[config.mk]
export PLATFORM = sky130hd
export DESIGN_NAME = seq_alu
export DESIGN_NICKNAME = d
export VERILOG_FILES = /design/src/rtl/alu_pkg.sv /design/src/rtl/seq_alu_muldiv.sv /design/src/rtl/seq_alu.sv
export SDC_FILE = /design/constraint.sdc
export NUM_CORES = 1
export LEC_CHECK = 0
export ABC_CLOCK_PERIOD_IN_PS = 6600
export BUFFER_PORTS_ARGS = -buffer_cell sky130_fd_sc_hd__buf_2
export CAP_MARGIN = 20
export CORE_ASPECT_RATIO = 2
export CORE_MARGIN = 4
export CORE_UTILIZATION = 55
export CTS_CLUSTER_DIAMETER = 60
export DETAILED_ROUTE_END_ITERATION = 16
export GPL_TIMING_DRIVEN = 0
export PLACE_DENSITY = 0.78
export SYNTH_ARGS = -nofsm -noshare
export SYNTH_HDL_FRONTEND = slang
export SYNTH_SLANG_ARGS = --single-unit
[constraint.sdc]
create_clock -name CLK -period 6.6 [get_ports CLK]
set_clock_uncertainty 0.05 [all_clocks]
set_input_delay 1.32 -clock CLK [delete_from_list [all_inputs] [get_ports CLK]]
set_output_delay 1.32 -clock CLK [all_outputs]
set_load 0.03 [all_outputs]
[src/rtl/alu_pkg.sv]
// Shared encodings for the sequential ALU: operation codes and FSM states.
package alu_pkg;

  typedef enum logic [3:0] {
    OP_ADD  = 4'd0,
    OP_SUB  = 4'd1,
    OP_SLL  = 4'd2,
    OP_SRL  = 4'd3,
    OP_OR   = 4'd4,
    OP_AND  = 4'd5,
    OP_XOR  = 4'd6,
    OP_SRA  = 4'd7,
    OP_SLT  = 4'd8,
    OP_MUL  = 4'd9,
    OP_DIVU = 4'd10,
    OP_REMU = 4'd11
  } op_e;

  typedef enum logic [1:0] {
    S_IDLE,
    S_CALC,
    S_FIN
  } state_e;

  function automatic logic is_iter_op(input logic [3:0] op);
    return (op == OP_MUL) || (op == OP_DIVU) || (op == OP_REMU);
  endfunction

endpackage

[src/rtl/seq_alu_muldiv.sv]
// Bit-serial datapath: shift-add multiply (low half) and restoring unsigned divide.
module seq_alu_muldiv
  import alu_pkg::*;
#(
  parameter int unsigned WIDTH = 16,
  parameter int unsigned SHW   = $clog2(WIDTH)
) (
  input  logic             i_clk,
  input  logic             i_rst_n,
  input  logic             i_start,
  input  logic [3:0]       i_op,
  input  logic [WIDTH-1:0] i_a,
  input  logic [WIDTH-1:0] i_b,
  output logic             o_done,
  output logic [WIDTH-1:0] o_res
);

  logic [SHW:0]     r_cnt;
  logic [WIDTH-1:0] r_acc;
  logic [WIDTH-1:0] r_rem;
  logic [WIDTH-1:0] r_md;
  logic             r_mul;
  logic             r_remsel;

  logic [WIDTH:0]   w_trial;
  logic [WIDTH:0]   w_diff;
  logic [WIDTH-1:0] w_acc_n;
  logic [WIDTH-1:0] w_rem_n;
  logic [WIDTH-1:0] w_md_n;

  // MUL: r_acc = multiplier, r_md = shifted multiplicand, r_rem = partial product.
  // DIV: r_acc = dividend shifting into quotient, r_md = divisor, r_rem = remainder.
  always_comb begin
    w_trial = {r_rem, r_acc[WIDTH-1]};
    w_diff  = w_trial - {1'b0, r_md};
    if (r_mul) begin
      w_rem_n = r_acc[0] ? (r_rem + r_md) : r_rem;
      w_md_n  = r_md << 1;
      w_acc_n = r_acc >> 1;
    end else begin
      w_rem_n = w_diff[WIDTH] ? w_trial[WIDTH-1:0] : w_diff[WIDTH-1:0];
      w_md_n  = r_md;
      w_acc_n = {r_acc[WIDTH-2:0], ~w_diff[WIDTH]};
    end
  end

  // Result reflects the step being taken this cycle so the final value is ready with o_done.
  assign o_res  = (r_mul || r_remsel) ? w_rem_n : w_acc_n;
  assign o_done = (r_cnt == (SHW+1)'(1));

  always_ff @(posedge i_clk or negedge i_rst_n) begin
    if (!i_rst_n) begin
      r_cnt    <= '0;
      r_acc    <= '0;
      r_rem    <= '0;
      r_md     <= '0;
      r_mul    <= 1'b0;
      r_remsel <= 1'b0;
    end else if (i_start) begin
      r_cnt    <= (SHW+1)'(WIDTH);
      r_mul    <= (i_op == OP_MUL);
      r_remsel <= (i_op == OP_REMU);
      r_acc    <= (i_op == OP_MUL) ? i_b : i_a;
      r_md     <= (i_op == OP_MUL) ? i_a : i_b;
      r_rem    <= '0;
    end else if (r_cnt != '0) begin
      r_cnt <= r_cnt - (SHW+1)'(1);
      r_acc <= w_acc_n;
      r_rem <= w_rem_n;
      r_md  <= w_md_n;
    end
  end

endmodule

[src/rtl/seq_alu.sv]
// Sequential ALU: IDLE/CALC/FIN control, single-cycle ops, iterative MUL/DIVU/REMU.
module seq_alu
  import alu_pkg::*;
#(
  parameter int unsigned WIDTH = 16,
  parameter int unsigned SHW   = $clog2(WIDTH)
) (
  input  logic             CLK,
  input  logic             RST_N,
  input  logic             START,
  input  logic [WIDTH-1:0] A,
  input  logic [WIDTH-1:0] B,
  input  logic [3:0]       OP,
  output logic             BUSY,
  output logic             DONE,
  output logic [WIDTH-1:0] ALUOut,
  output logic             ZERODETECT,
  output logic             ILLEGAL
);

  state_e           r_state;
  state_e           w_next;
  logic [WIDTH-1:0] r_a;
  logic [WIDTH-1:0] r_b;
  logic [3:0]       r_op;
  logic             r_multi;

  logic             w_accept;
  logic             w_md_start;
  logic             w_md_done;
  logic [WIDTH-1:0] w_md_res;
  logic [SHW-1:0]   w_sh;
  logic [WIDTH-1:0] w_res;
  logic             w_ill;
  logic [WIDTH-1:0] w_out;
  logic             w_out_ill;

  assign w_accept   = (r_state == S_IDLE) && START;
  // Divide by zero bypasses the iterative path and resolves in a single CALC cycle.
  assign w_md_start = w_accept && is_iter_op(OP) && ((OP == OP_MUL) || (B != '0));

  seq_alu_muldiv #(
    .WIDTH(WIDTH),
    .SHW  (SHW)
  ) u_muldiv (
    .i_clk  (CLK),
    .i_rst_n(RST_N),
    .i_start(w_md_start),
    .i_op   (OP),
    .i_a    (A),
    .i_b    (B),
    .o_done (w_md_done),
    .o_res  (w_md_res)
  );

  always_ff @(posedge CLK or negedge RST_N) begin
    if (!RST_N) r_state <= S_IDLE;
    else        r_state <= w_next;
  end

  always_comb begin
    w_next = r_state;
    case (r_state)
      S_IDLE:  if (START) w_next = S_CALC;
      S_CALC:  if (!r_multi || w_md_done) w_next = S_FIN;
      S_FIN:   w_next = S_IDLE;
      default: w_next = S_IDLE;
    endcase
  end

  always_comb begin
    BUSY = (r_state != S_IDLE);
    DONE = (r_state == S_FIN);
  end

  assign w_sh = r_b[SHW-1:0];

  always_comb begin
    w_res = '0;
    w_ill = 1'b0;
    case (r_op)
      OP_ADD:  w_res = r_a + r_b;
      OP_SUB:  w_res = r_a - r_b;
      OP_SLL:  w_res = r_a << w_sh;
      OP_SRL:  w_res = r_a >> w_sh;
      OP_OR:   w_res = r_a | r_b;
      OP_AND:  w_res = r_a & r_b;
      OP_XOR:  w_res = r_a ^ r_b;
      OP_SRA:  w_res = $signed(r_a) >>> w_sh;
      OP_SLT:  w_res = {{(WIDTH-1){1'b0}}, ($signed(r_a) < $signed(r_b))};
      OP_DIVU: w_res = '1;
      OP_REMU: w_res = r_a;
      OP_MUL:  w_res = '0;
      default: w_ill = 1'b1;
    endcase
  end

  always_comb begin
    w_out     = r_multi ? w_md_res : w_res;
    w_out_ill = r_multi ? 1'b0 : w_ill;
  end

  always_ff @(posedge CLK or negedge RST_N) begin
    if (!RST_N) begin
      r_a        <= '0;
      r_b        <= '0;
      r_op       <= '0;
      r_multi    <= 1'b0;
      ALUOut     <= '0;
      ZERODETECT <= 1'b1;
      ILLEGAL    <= 1'b0;
    end else begin
      if (w_accept) begin
        r_a     <= A;
        r_b     <= B;
        r_op    <= OP;
        r_multi <= w_md_start;
      end
      if ((r_state == S_CALC) && (w_next == S_FIN)) begin
        ALUOut     <= w_out;
        ZERODETECT <= (w_out == '0);
        ILLEGAL    <= w_out_ill;
      end
    end
  end

endmodule

==> impl_metrics.env, run 1 <==
export IMPL_dpl_cell_count=1811
export IMPL_syn_area_um2=11500
export IMPL_cts_buffers=9
export IMPL_ys_seq_area_frac=0.244
export IMPL_synth_largest_area_cell="dfrtp_1"
export IMPL_ios=59
export IMPL_ys_warnings_count=0
export IMPL_synth_xor_area_frac=0.0297
export IMPL_synth_edf_count=0
export IMPL_cts_buffer_depth=2
export IMPL_start_util=0.560
export IMPL_port_buffers=58
export IMPL_dp_hpwl_um=44600
export IMPL_error="[ERROR GRT-0116] Global routing finished with congestion. Check the congestion regions in the DRC Viewer."
export IMPL_synth_area_leaders="dfrtp_1 (24%), ha_1 (8.9%), mux2i_1 (7.5%)"
export IMPL_yosysUniqueCellTypes=84
export IMPL_gp_congestion=1.11
export IMPL_synth_area_per_cell_um2=7.76
export IMPL_hold_buffers=0
export IMPL_overflow=10
export IMPL_track_usage=0.553
export IMPL_grt_max_degree=67
export IMPL_cts_sinks=112
export IMPL_grt_first_pass_wirelength_um=93900
export IMPL_row_count=74
export IMPL_synthSimpleGateAreaFrac=0.179
export IMPL_syn_nets=1608
export IMPL_ys_flop_type="dfrtp_1"
export IMPL_post_cts_setup_buffers=0
export IMPL_syn_inst=1483
export IMPL_synth_top_area_frac=0.241
export IMPL_async_reset_ff_frac=1.00
export IMPL_synth_top_family_by_area="compound AO/OA/AOI/OAI gates"
export IMPL_outcome="stopped before the end"
export IMPL_htreeDepth=3
export IMPL_die_h_um=213
export IMPL_synth_compound_area_frac=0.273
export IMPL_cts_resized_gates=0
export IMPL_failing_step="global routing"
export IMPL_root_buffer="clkbuf_16"
export IMPL_ys_ff_latch=112
export IMPL_muxShareOfSynthArea=0.118
export IMPL_grt_pass1_vias=14000
export IMPL_synth_adder_area_share=0.0961
export IMPL_die_x_um=110
per-stage QoR:
| stage | utilization | setup slack [ns] | hold WS [ns] | cell area (um2) |
|---|---|---|---|---|
| floorplan | - | 2.26 | 0.417 | 11500 |
| detailed placement | 0.593 | 1.15 | 0.451 | 12200 |
| CTS | 0.608 | 1.13 | 0.464 | 12500 |
| global placement | 0.590 | 1.12 | 0.437 | 12100 |
cells in the mapped netlist, types with 5 or more instances:
master,n
nand4_1,9
xnor2_1,25
and3_1,9
mux4_2,9
a211o_1,5
o21ai_0,137
and2_1,11
xor2_1,14
o22ai_1,6
a31oi_1,16
nor2_1,134
o211ai_1,32
nand2_1,172
clkbuf_1,89
nor2b_1,16
dfrtp_1,111
mux2i_1,86
o311ai_0,7
a311oi_1,5
inv_1,74
ha_1,82
or3_1,5
a21o_1,14
mux2_2,25
nand2b_1,12
a211oi_1,22
nor4_1,14
buf_1,12
a221o_1,8
o21a_1,9
or2_2,7
a22oi_1,5
nor3_1,22
a21oi_1,127
a221oi_1,18
nand3_1,27
o31ai_1,7
a32oi_1,10
cells by family after synthesis:
kind of cell	count (synthesis)
buffers and inverters	181
DFF	112
muxes	121
AOI/OAI and AO/OA	488
adders and majority gates	86
and+or+nand+nor	456
xor gates and xnor gates	39
routing by layer:
metal | overflow | GRT usage
met1 | 0 | 0.541
met2 | 5 | 0.806
met4 | 5 | 0.583
met5 | 0 | 0
met3 | 0 | 0.258
==> run 2, diff against run 1 <==
--- a/config.mk
+++ b/config.mk
@@ -8,13 +8,11 @@
 export ABC_CLOCK_PERIOD_IN_PS = 6600
 export BUFFER_PORTS_ARGS = -buffer_cell sky130_fd_sc_hd__buf_2
 export CAP_MARGIN = 20
-export CORE_ASPECT_RATIO = 2
 export CORE_MARGIN = 4
-export CORE_UTILIZATION = 55
-export CTS_CLUSTER_DIAMETER = 60
+export CORE_UTILIZATION = 40
 export DETAILED_ROUTE_END_ITERATION = 16
 export GPL_TIMING_DRIVEN = 0
-export PLACE_DENSITY = 0.78
+export PLACE_DENSITY_LB_ADDON = 0.15
 export SYNTH_ARGS = -nofsm -noshare
 export SYNTH_HDL_FRONTEND = slang
 export SYNTH_SLANG_ARGS = --single-unit
==> impl_metrics.env, run 2 <==
export IMPL_syn_area_um2=11500
export IMPL_tns_ns=0
export IMPL_gp_congestion=1.01
export IMPL_port_buffers=58
export IMPL_root_buffer="clkbuf_16"
export IMPL_ios=59
export IMPL_ys_warnings_count=0
export IMPL_instances_no_fill=1937
export IMPL_cp_start_kind="register"
export IMPL_cts_sinks=112
export IMPL_synth_top_area_frac=0.241
export IMPL_antenna_found_initial=0
export IMPL_drt_pass1_iterations=6
export IMPL_synth_area_leaders="dfrtp_1 (24%), ha_1 (8.9%), mux2i_1 (7.5%)"
export IMPL_die_x_um=178
export IMPL_synth_largest_area_cell="dfrtp_1"
export IMPL_post_cts_setup_buffers=0
export IMPL_overflow=0
export IMPL_cts_buffers=9
export IMPL_postRouteWirelength_um=50800
export IMPL_dp_hpwl_um=40200
export IMPL_outcome="finished clean"
export IMPL_htreeDepth=3
export IMPL_drtIter0Drc=1714
export IMPL_fmax_mhz=174
export IMPL_setup_viol=0
export IMPL_maxCapViolCount=0
export IMPL_nNetsFinal=1679
export IMPL_grt_first_pass_wirelength_um=75600
export IMPL_rsz0062_at_grt="false"
export IMPL_maxSlewViolCount=0
export IMPL_yosysUniqueCellTypes=84
export IMPL_nFillCells=2973
export IMPL_critPathArrivalTime_ns=5.98
export IMPL_layout_commonest_cell="nand2_1"
export IMPL_final_cell_mix="nand2_1 (172), o21ai_0 (137), nor2_1 (134), a21oi_1 (127), dfrtp_1 (111)"
export IMPL_worstSkewPairLatency_ns=0.38
export IMPL_syn_inst=1483
export IMPL_ys_flop_type="dfrtp_1"
export IMPL_grt_max_degree=81
export IMPL_hold_buffers=0
export IMPL_tightest_slew_ns=1.23
export IMPL_dp_slack_ns=0.947
export IMPL_n_antenna_cell=0
export IMPL_vias=12500
export IMPL_ant_nets=0
export IMPL_cts_resized_gates=0
export IMPL_start_util=0.410
export IMPL_grt_pass1_vias=11400
export IMPL_worstPathRequired_ns=6.84
export IMPL_path_clk_slew_ns=0.10
export IMPL_final_hold_viol_count=0
export IMPL_cp_end_kind="register"
export IMPL_synth_area_per_cell_um2=7.76
export IMPL_worst_slack_ns=0.860
export IMPL_drive_above_1_share=0.0821
export IMPL_synth_most_common_cell="nand2_1"
export IMPL_wire_per_inst_um=26.2
export IMPL_ys_ff_latch=112
export IMPL_hp_class="register to register"
export IMPL_vias_per_cell=6.44
export IMPL_dpl_cell_count=1920
export IMPL_fin_crit_ns=5.74
export IMPL_cts_tree="built"
export IMPL_cts_buffer_depth=2
export IMPL_dieArea_um2=31600
export IMPL_die_h_um=178
export IMPL_core_um2=28100
export IMPL_fin_crit_sh=0.870
export IMPL_synth_edf_count=0
export IMPL_ys_seq_area_frac=0.244
export IMPL_critPathMaxFanout=10
export IMPL_area_growth_pct=9.72
export IMPL_syn_nets=1608
export IMPL_crit_type="register to register"
export IMPL_track_usage=0.317
export IMPL_synth_common_cells="nand2_1 (172), o21ai_0 (137), nor2_1 (134), a21oi_1 (127), dfrtp_1 (111)"
export IMPL_row_count=61
export IMPL_slew_limit_headroom=0.171
export IMPL_async_reset_ff_frac=1.00
export IMPL_hold_slack_ns=0.461
export IMPL_drc=0
==> run 2: cell counts after synthesis <==
No cell type changed its count.
==> run 2: final cells by class <==
class	instances	area (um2)	area share
multi-input cells	1190	8010	0.634
flip-flops and latches	112	2800	0.222
well taps	378	473	0.0374
plain buffers	104	410	0.0325
repair buffers	60	329	0.0261
inverters	77	289	0.0229
clock buffers	9	225	0.0178
clock inverters	7	91.3	0.00723
==> run 2: path summary, 6_finish.rpt <==
check / from / to / slack [ns] / cells after the start
min: ALUOut[11]$_DFFE_PN0P_ / ALUOut[11]$_DFFE_PN0P_ / 0.46 / 1
max in group asynchronous: RST_N / ZERODETECT$_DFFE_PN1P_ / 4.89 / 2
min in group asynchronous: RST_N / ALUOut[4]$_DFFE_PN0P_ / 0.80 / 1
max reg2reg: r_b[1]$_DFFE_PN0P_ / ZERODETECT$_DFFE_PN1P_ / 0.86 / 15
min reg2reg: ALUOut[11]$_DFFE_PN0P_ / ALUOut[11]$_DFFE_PN0P_ / 0.46 / 1
max: r_b[1]$_DFFE_PN0P_ / ZERODETECT$_DFFE_PN1P_ / 0.86 / 15
==> run 2: cells by family (layout without fill, tap and decap cells) <==
group	Yosys count	after routing	share of synthesized area
AO/OA/AOI/OAI	488	488	0.273
buffers and inverters	181	257	0.0608
flip-flops	112	112	0.244
adder cells (fa/ha/maj)	86	86	0.0961
multiplexers	121	121	0.118
AND/OR/NAND/NOR	456	456	0.179
XOR/XNOR	39	39	0.0297
==> run 2: worst max-delay path, stage by stage (launching register included) <==
cell,delay (ns)
dfrtp_1,0.48
buf_6,0.17
buf_8,0.15
clkbuf_1,0.53
inv_1,0.45
ha_1,0.47
nor2_1,0.08
o311ai_1,0.37
a31oi_1,0.31
a211o_1,0.39
o22ai_1,0.32
nor4_1,0.08
o311a_1,0.41
or4b_1,0.60
or4_1,0.57
o41ai_2,0.21
==> run 2: metrics by stage <==
stage	util	instance area (um2)
2_1_floorplan	-	11500
3_3_place_gp	0.437	12300
3_5_place_dp	0.438	12300
4_1_cts	0.449	12600
5_1_grt	0.450	12600
6_report	0.450	12600
==> run 2: metal layers <==
metal	vias up	track usage	part of all wire
met5	-	0	0
met4	0	0.114	0.039
met3	110	0.0607	0.11
met2	769	0.441	0.40
met1	6027	0.483	0.45
li1	5561	-	-
Power of run 2 is left out: the tool's default activity adds up to more than one toggle a clock period on the data nets, which glitch-free logic cannot reach.
